File: src/rtl/router_flit_injector_if.sv
// Link bundle shared by the traffic source, the flit injector and the router input port.
// The slave modport is the injector's view; master is the source/router side.
interface router_flit_injector_if #(
  parameter int DATA_W  = 32,
  parameter int COORD_W = 3,
  parameter int MAX_LEN = 8
) ();
  localparam int LEN_W = $clog2(MAX_LEN + 1);

  logic                pkt_valid;
  logic                pkt_ready;
  logic [COORD_W-1:0]  pkt_dst_x;
  logic [COORD_W-1:0]  pkt_dst_y;
  logic [LEN_W-1:0]    pkt_len;
  logic                word_valid;
  logic                word_ready;
  logic [DATA_W-1:0]   word_data;
  logic                flit_valid;
  logic [DATA_W+1:0]   flit_data;
  logic                credit_in;
  logic                busy;
  logic                err_len;
  logic                err_credit;

  modport master (
    output pkt_valid, pkt_dst_x, pkt_dst_y, pkt_len, word_valid, word_data, credit_in,
    input  pkt_ready, word_ready, flit_valid, flit_data, busy, err_len, err_credit
  );

  modport slave (
    input  pkt_valid, pkt_dst_x, pkt_dst_y, pkt_len, word_valid, word_data, credit_in,
    output pkt_ready, word_ready, flit_valid, flit_data, busy, err_len, err_credit
  );
endinterface

File: src/rtl/router_flit_injector.sv
// Transmit side of a router input link: turns packet requests plus payload words into
// HEAD/BODY/TAIL flits under credit-based flow control toward the router input buffer.
module router_flit_injector #(
  parameter int DATA_W  = 32,
  parameter int COORD_W = 3,
  parameter int MAX_LEN = 8,
  parameter int CREDITS = 4
) (
  input  logic                 clk,
  input  logic                 rst,
  router_flit_injector_if.slave link
);
  localparam int LEN_W = $clog2(MAX_LEN + 1);
  localparam int CRD_W = $clog2(CREDITS + 1);
  localparam int PAD_W = DATA_W - 2 * COORD_W - LEN_W;

  localparam logic [1:0]       T_HEAD   = 2'b01;
  localparam logic [1:0]       T_BODY   = 2'b00;
  localparam logic [1:0]       T_TAIL   = 2'b10;
  localparam logic [LEN_W-1:0] LEN_ZERO = {LEN_W{1'b0}};
  localparam logic [LEN_W-1:0] LEN_ONE  = {{(LEN_W-1){1'b0}}, 1'b1};
  localparam logic [LEN_W-1:0] LEN_MAX  = LEN_W'(MAX_LEN);
  localparam logic [CRD_W-1:0] CRD_ZERO = {CRD_W{1'b0}};
  localparam logic [CRD_W-1:0] CRD_ONE  = {{(CRD_W-1){1'b0}}, 1'b1};
  localparam logic [CRD_W-1:0] CRD_MAX  = CRD_W'(CREDITS);

  typedef enum logic [1:0] {
    IDLE    = 2'b00,
    HEAD    = 2'b01,
    PAYLOAD = 2'b10
  } state_t;

  state_t             state_r, state_s;
  logic [CRD_W-1:0]   credits_r, credits_s;
  logic [LEN_W-1:0]   remaining_r, len_r;
  logic [COORD_W-1:0] dst_x_r, dst_y_r;
  logic               pkt_ready_r, word_ready_r, flit_valid_r, busy_r;
  logic               err_len_r, err_credit_r;
  logic [DATA_W+1:0]  flit_data_r, flit_next_s;
  logic               accept_s, len_ok_s, latch_s, len_bad_s;
  logic               head_issue_s, word_issue_s, consume_s, credit_ovf_s;

  // HEAD payload: destination and length packed at the bottom, length in the LSBs.
  function automatic logic [DATA_W+1:0] head_flit(input logic [COORD_W-1:0] x,
                                                  input logic [COORD_W-1:0] y,
                                                  input logic [LEN_W-1:0]   len);
    head_flit = {T_HEAD, {PAD_W{1'b0}}, x, y, len};
  endfunction

  assign accept_s = pkt_ready_r & link.pkt_valid;
  assign len_ok_s = (link.pkt_len != LEN_ZERO) && (link.pkt_len <= LEN_MAX);

  // Next-state decode and issue strobes.
  always_comb begin
    state_s      = state_r;
    latch_s      = 1'b0;
    len_bad_s    = 1'b0;
    head_issue_s = 1'b0;
    word_issue_s = 1'b0;
    case (state_r)
      IDLE: begin
        if (accept_s && len_ok_s) begin
          latch_s = 1'b1;
          state_s = HEAD;
        end else if (accept_s) begin
          len_bad_s = 1'b1;
        end else begin
          state_s = IDLE;
        end
      end
      HEAD: begin
        if (credits_r != CRD_ZERO) begin
          head_issue_s = 1'b1;
          state_s      = PAYLOAD;
        end else begin
          state_s = HEAD;
        end
      end
      PAYLOAD: begin
        // word_ready_r already encodes "credit available" for this cycle.
        if (word_ready_r && link.word_valid) begin
          word_issue_s = 1'b1;
          if (remaining_r == LEN_ONE) begin
            state_s = IDLE;
          end else begin
            state_s = PAYLOAD;
          end
        end else begin
          state_s = PAYLOAD;
        end
      end
      default: begin
        state_s = IDLE;
      end
    endcase
  end

  // Credit bookkeeping and the flit word to register.
  always_comb begin
    consume_s    = head_issue_s | word_issue_s;
    credit_ovf_s = link.credit_in & ~consume_s & (credits_r == CRD_MAX);
    credits_s    = credits_r;
    if (consume_s && !link.credit_in) begin
      credits_s = credits_r - CRD_ONE;
    end else if (!consume_s && link.credit_in && !credit_ovf_s) begin
      credits_s = credits_r + CRD_ONE;
    end else begin
      credits_s = credits_r;
    end
    flit_next_s = flit_data_r;
    if (head_issue_s) begin
      flit_next_s = head_flit(dst_x_r, dst_y_r, len_r);
    end else if (word_issue_s) begin
      flit_next_s = {(remaining_r == LEN_ONE) ? T_TAIL : T_BODY, link.word_data};
    end else begin
      flit_next_s = flit_data_r;
    end
  end

  // Control state, credit counter and all registered outputs.
  always_ff @(posedge clk) begin
    if (rst) begin
      state_r      <= IDLE;
      credits_r    <= CRD_MAX;
      flit_valid_r <= 1'b0;
      flit_data_r  <= {(DATA_W + 2){1'b0}};
      pkt_ready_r  <= 1'b1;
      word_ready_r <= 1'b0;
      busy_r       <= 1'b0;
      err_len_r    <= 1'b0;
      err_credit_r <= 1'b0;
    end else begin
      state_r      <= state_s;
      credits_r    <= credits_s;
      flit_valid_r <= consume_s;
      flit_data_r  <= flit_next_s;
      pkt_ready_r  <= (state_s == IDLE);
      word_ready_r <= (state_s == PAYLOAD) && (credits_s != CRD_ZERO);
      busy_r       <= (state_s != IDLE);
      err_len_r    <= len_bad_s;
      err_credit_r <= err_credit_r | credit_ovf_s;
    end
  end

  // Packet context captured at request time; remaining counts words still owed.
  always_ff @(posedge clk) begin
    if (rst) begin
      dst_x_r     <= {COORD_W{1'b0}};
      dst_y_r     <= {COORD_W{1'b0}};
      len_r       <= LEN_ZERO;
      remaining_r <= LEN_ZERO;
    end else begin
      if (latch_s) begin
        dst_x_r <= link.pkt_dst_x;
        dst_y_r <= link.pkt_dst_y;
        len_r   <= link.pkt_len;
      end
      if (head_issue_s) begin
        remaining_r <= len_r;
      end else if (word_issue_s) begin
        remaining_r <= remaining_r - LEN_ONE;
      end
    end
  end

  assign link.pkt_ready  = pkt_ready_r;
  assign link.word_ready = word_ready_r;
  assign link.flit_valid = flit_valid_r;
  assign link.flit_data  = flit_data_r;
  assign link.busy       = busy_r;
  assign link.err_len    = err_len_r;
  assign link.err_credit = err_credit_r;
endmodule

File: src/flat_wrapper.sv
// flat-port wrapper written by rule: the top's interface ports become plain ports
module router_flit_injector_flat 
#(
  parameter int DATA_W  = 32,
  parameter int COORD_W = 3,
  parameter int MAX_LEN = 8,
  parameter int CREDITS = 4
)
  (clk, rst, link_pkt_valid, link_pkt_dst_x, link_pkt_dst_y, link_pkt_len, link_word_valid, link_word_data, link_credit_in, link_pkt_ready, link_word_ready, link_flit_valid, link_flit_data, link_busy, link_err_len, link_err_credit);
  router_flit_injector_if #(.DATA_W(DATA_W), .COORD_W(COORD_W), .MAX_LEN(MAX_LEN)) link_i ();
  input  logic clk;
  input  logic rst;
  input wire logic [$bits(link_i.pkt_valid)-1:0] link_pkt_valid;
  input wire logic [$bits(link_i.pkt_dst_x)-1:0] link_pkt_dst_x;
  input wire logic [$bits(link_i.pkt_dst_y)-1:0] link_pkt_dst_y;
  input wire logic [$bits(link_i.pkt_len)-1:0] link_pkt_len;
  input wire logic [$bits(link_i.word_valid)-1:0] link_word_valid;
  input wire logic [$bits(link_i.word_data)-1:0] link_word_data;
  input wire logic [$bits(link_i.credit_in)-1:0] link_credit_in;
  output wire logic [$bits(link_i.pkt_ready)-1:0] link_pkt_ready;
  output wire logic [$bits(link_i.word_ready)-1:0] link_word_ready;
  output wire logic [$bits(link_i.flit_valid)-1:0] link_flit_valid;
  output wire logic [$bits(link_i.flit_data)-1:0] link_flit_data;
  output wire logic [$bits(link_i.busy)-1:0] link_busy;
  output wire logic [$bits(link_i.err_len)-1:0] link_err_len;
  output wire logic [$bits(link_i.err_credit)-1:0] link_err_credit;
  assign link_i.pkt_valid = link_pkt_valid;
  assign link_i.pkt_dst_x = link_pkt_dst_x;
  assign link_i.pkt_dst_y = link_pkt_dst_y;
  assign link_i.pkt_len = link_pkt_len;
  assign link_i.word_valid = link_word_valid;
  assign link_i.word_data = link_word_data;
  assign link_i.credit_in = link_credit_in;
  assign link_pkt_ready = link_i.pkt_ready;
  assign link_word_ready = link_i.word_ready;
  assign link_flit_valid = link_i.flit_valid;
  assign link_flit_data = link_i.flit_data;
  assign link_busy = link_i.busy;
  assign link_err_len = link_i.err_len;
  assign link_err_credit = link_i.err_credit;
  router_flit_injector #(.DATA_W(DATA_W), .COORD_W(COORD_W), .MAX_LEN(MAX_LEN), .CREDITS(CREDITS)) u_core (.clk(clk), .rst(rst), .link(link_i));
endmodule
File: config.mk
export PLATFORM = sky130hd
export DESIGN_NAME = router_flit_injector_flat
export DESIGN_NICKNAME = d
export VERILOG_FILES = /design/src/rtl/router_flit_injector_if.sv /design/src/rtl/router_flit_injector.sv /design/src/flat_wrapper.sv
export SDC_FILE = /design/constraint.sdc
export NUM_CORES = 1
export LEC_CHECK = 0
export ABC_CLOCK_PERIOD_IN_PS = 2800
export CAP_MARGIN = 25
export CORE_ASPECT_RATIO = 1.1
export CORE_MARGIN = 2
export CORE_UTILIZATION = 30
export DETAILED_ROUTE_END_ITERATION = 6
export GPL_TIMING_DRIVEN = 0
export MAX_ROUTING_LAYER = met4
export PLACE_DENSITY = 0.69
export SLEW_MARGIN = 25
export SYNTH_ARGS = -nofsm -noshare
export SYNTH_HDL_FRONTEND = slang
export SYNTH_SLANG_ARGS = --single-unit
File: constraint.sdc
create_clock -name clk -period 2.8 [get_ports clk]
set_input_delay 0.56 -clock clk [delete_from_list [all_inputs] [get_ports clk]]
set_output_delay 0.56 -clock clk [all_outputs]
set_load 0.005 [all_outputs]
==> impl_results.md <==
- Worst-Skew Late Latency: approximately 0.33 ns
- Layout cells sized above 1: 0.0780
- Comb power frac: 0.185
- Fin nets: 420
- Initial antenna violation count: 0
- Detailed Routing Iterations Pass 1: 4
- Final worst-path cycle share: 0.682
- Synth Cell Area: 2370 sq um
- Compound-Gate Fraction of Synth Area: 0.182
- Net switching power: about 0.53 mW
- Port bufs: 85
- Post-Synth Adder-Cell Area: 0.0264
- Die Wd: just under 90 um
- Total power divided by cell area: ~550 nW/um^2
- Cell family with most CP delay: compound AO/OA/AOI/OAI gates
- Placed cell areas: between 3000 and 4000 sq um
- Register bit total from synthesis: 59
- CP Launch Type: input port
- Cell-internal power: 1.40 mW
- TritonCTS buffer count: 9
- WP data arrival: 2.17 ns
- Kind of critical path: input port to flip-flop
- Root Driver: clkbuf_8
- Post-cts sizing count: 0
- Switching share of power: 0.275
- Vias post-DR: ~2,200
- Post-synthesis mux area share: 0.0380
- Post-Synth XOR/XNOR Area: 0.00740
- Global-route wire length before repair: between 9000 and 10,000 um
- Power, Total: 1.93 mW
- Post CTS Setup Buffer Count: 0
- RSZ-0062 raised after global routing: false
- Commonest non-fill, non-tap cell in the layout: clkdlybuf4s50_1
- # setup viols final: 0
- Crit path max fanout: 10
- Relative slew margins: 0.674
- Max_cap viols: 0
- Initial drt markers: 86
- Sequential area share after synthesis: 0.499
- Crit-path cells: clkdlybuf4s50_1, nand4b_2, o21ai_1, a311oi_1, a221o_1, a21boi_2
- Worst Tran Pin Value: 0.489 ns
- Vert. Die Dim: 97.2 um
- Routed len/inst: 12.5 um
- Cell count after synthesis: approximately 270
- Worst-case clock buffer depth: 2
- Final Routed Wirelength: 5990 um
- Post-Place Cells: between 400 and 500
- Top_reg_cell synth: dfxtp_1
- Warnings, synthesis: 0
- CTS Hold Bufs: 0
- Residual DRC: 0
- Vias/cell: about 4.6
- Lkg Pwr: 1.29 nW
- Slowest cell on the critical path: clkdlybuf4s50_1
- Reg power frac: 0.471
- WP buf/inv: 1
- Starting Density: 0.313
- Clk slew on worst S/H paths: 0.06 ns
- Design area: 3520 sq um
- F_max: 524 MHz
- GP Congestion: 0.808
- Synth unique cells: 40
- Worst Setup End Kind: flip-flop
- Synth Net Count: between 300 and 400
- Die area: 8620 sq um
- Antenna viol nets, final: 0
- Final std cells w/o fill: about 480
- Hold Vio Cnt, Final: 0
- VDD IR max: 256 uV
- Core Area: 7560 sq um
- Critical path's largest stage delay: between 0.5 and 0.6 ns
- Simple-gate area share of the yosys netlist: 0.204
- H-tree depth: 3
- Clk pwr share: 0.344
- Count of pins over their slew limit: 0
- Min-Delay Path Class: flip-flop to flip-flop
- Ports: 87
- Commonest non-fill, non-tap cells in the layout: clkdlybuf4s50_1 (85), nand2_1 (65), dfxtp_1 (59)
- DP Wirelength: 4410 um
- Skew final: 0.00580 ns
- Largest net degree at the start of global routing: 11
- GRT Residual Overflow: 0
- Area Growth Syn to Fin: 48.5%
- Final Critical Period: 1.91 ns
- Largest family of logic cells by synthesized area: simple AND/OR/NAND/NOR gates
- CTS tree: built
- Inserted Diodes: 0
- EDFF count, synth: 0
- Syn Area/Cell: 8.71 sq um
- Site row count: 33
- Vias in the first global route: between 2,000 and 2,500
- Tot GR Track Use: 0.149
- Status: complete, no violations
- Clock Sinks: 59
- Setup TNS: 0 ns
- Ys async rst share: 0
- Data required, critical path: 3.06 ns
==> cell families after synthesis <==
kind of cell,after synthesis
simple gates,110
buf+inv,21
flops,59
compound gates,66
fa+ha+maj,5
mux,9
xor+xnor,2
==> final timing paths <==
check	endpoint	slack [ns]	depth (start not counted)	from
worst min register to register	u_core.link.flit_data[27]$_SDFFE_PP0P_	0.45	2	u_core.link.flit_data[27]$_SDFFE_PP0P_
worst min-delay path	u_core.link.flit_data[27]$_SDFFE_PP0P_	0.45	2	u_core.link.flit_data[27]$_SDFFE_PP0P_
worst max-delay path	u_core.link.word_ready$_SDFF_PP0_	0.89	6	link_word_valid
worst max register to register	u_core.remaining_r[3]$_SDFFE_PP0P_	0.95	7	u_core.credits_r[0]$_SDFF_PP0_
==> power by group through the flow <==
stage	sequential (mW)	combinational, mW	clock [mW]
global route	0.916	0.407	0.721
floorplan	0.923	0.218	0
finish	0.910	0.357	0.663
detailed placement	0.929	0.358	0
CTS	0.910	0.360	0.691
global placement	0.927	0.348	0
==> cell usage after synthesis (all sizes together), types with 2 or more instances <==
cell type  number  area, sq um
nor2           22         82.6
and4b           2         20.0
nand2          65          244
o21ai           6         30.0
and2b           2         15.0
xnor2           2         17.5
a311oi          2         17.5
a31oi           4         25.0
mux2i           9         90.1
a21oi          34          181
clkbuf          8         30.0
buf             7         50.1
a22oi           8         60.1
dfxtp          59         1180
nand2b          6         37.5
nand3           2         10.0
inv             6         22.5
nor3            4         20.0
a221oi          3         26.3
ha              5         62.6
==> worst reg2reg max path: stages (launching register included) <==
cell,delay [ns]
dfxtp_1,0.39
inv_1,0.10
ha_1,0.27
and2b_1,0.21
nor2_1,0.26
buf_2,0.29
nand2_1,0.12
a31oi_1,0.14
==> through the flow <==
stage          hold slack [ns]  worst slack (ns)   util
2_1_floorplan            0.453              1.19      -
3_3_place_gp             0.442             0.539  0.443
3_5_place_dp             0.446             0.543  0.443
4_1_cts                  0.456             0.880  0.466
5_1_grt                  0.476             0.747  0.466
6_report                 0.453             0.892  0.466
==> sequential cells by signal (all words and copies together) (netlist names) <==
signal                  count
u_core.link.word_ready      1
u_core.dst_x_r              3
u_core.remaining_r          4
u_core.credits_r            3
u_core.link.flit_data      34
u_core.link.err_credit      1
u_core.link.busy            1
u_core.link.flit_valid      1
u_core.link.pkt_ready       1
u_core.link.err_len         1
u_core.state_r              2
u_core.len_r                4
u_core.dst_y_r              3
==> area by class of cell <==
type	instances	area, sq um
Fill cell	740	4040
Sequential cell	59	1180
Multi-Input combinational cell	192	1080
Timing Repair Buffer	85	851
Clock buffer	10	138
Tap cell	105	131
Buffer	15	80.1
Clock inverter	5	30.0
Inverter	6	22.5
==> per-layer routing <==
| metal | vias up | part of all wire | global-route usage |
|---|---|---|---|
| met5 | - | 0 | - |
| met4 | 0 | 0.0048 | 0.0571 |
| met3 | 4 | 0.069 | 0.0314 |
| met2 | 74 | 0.46 | 0.238 |
| met1 | 996 | 0.46 | 0.181 |
| li1 | 1123 | - | - |
Power figures use the tool's default switching activity.
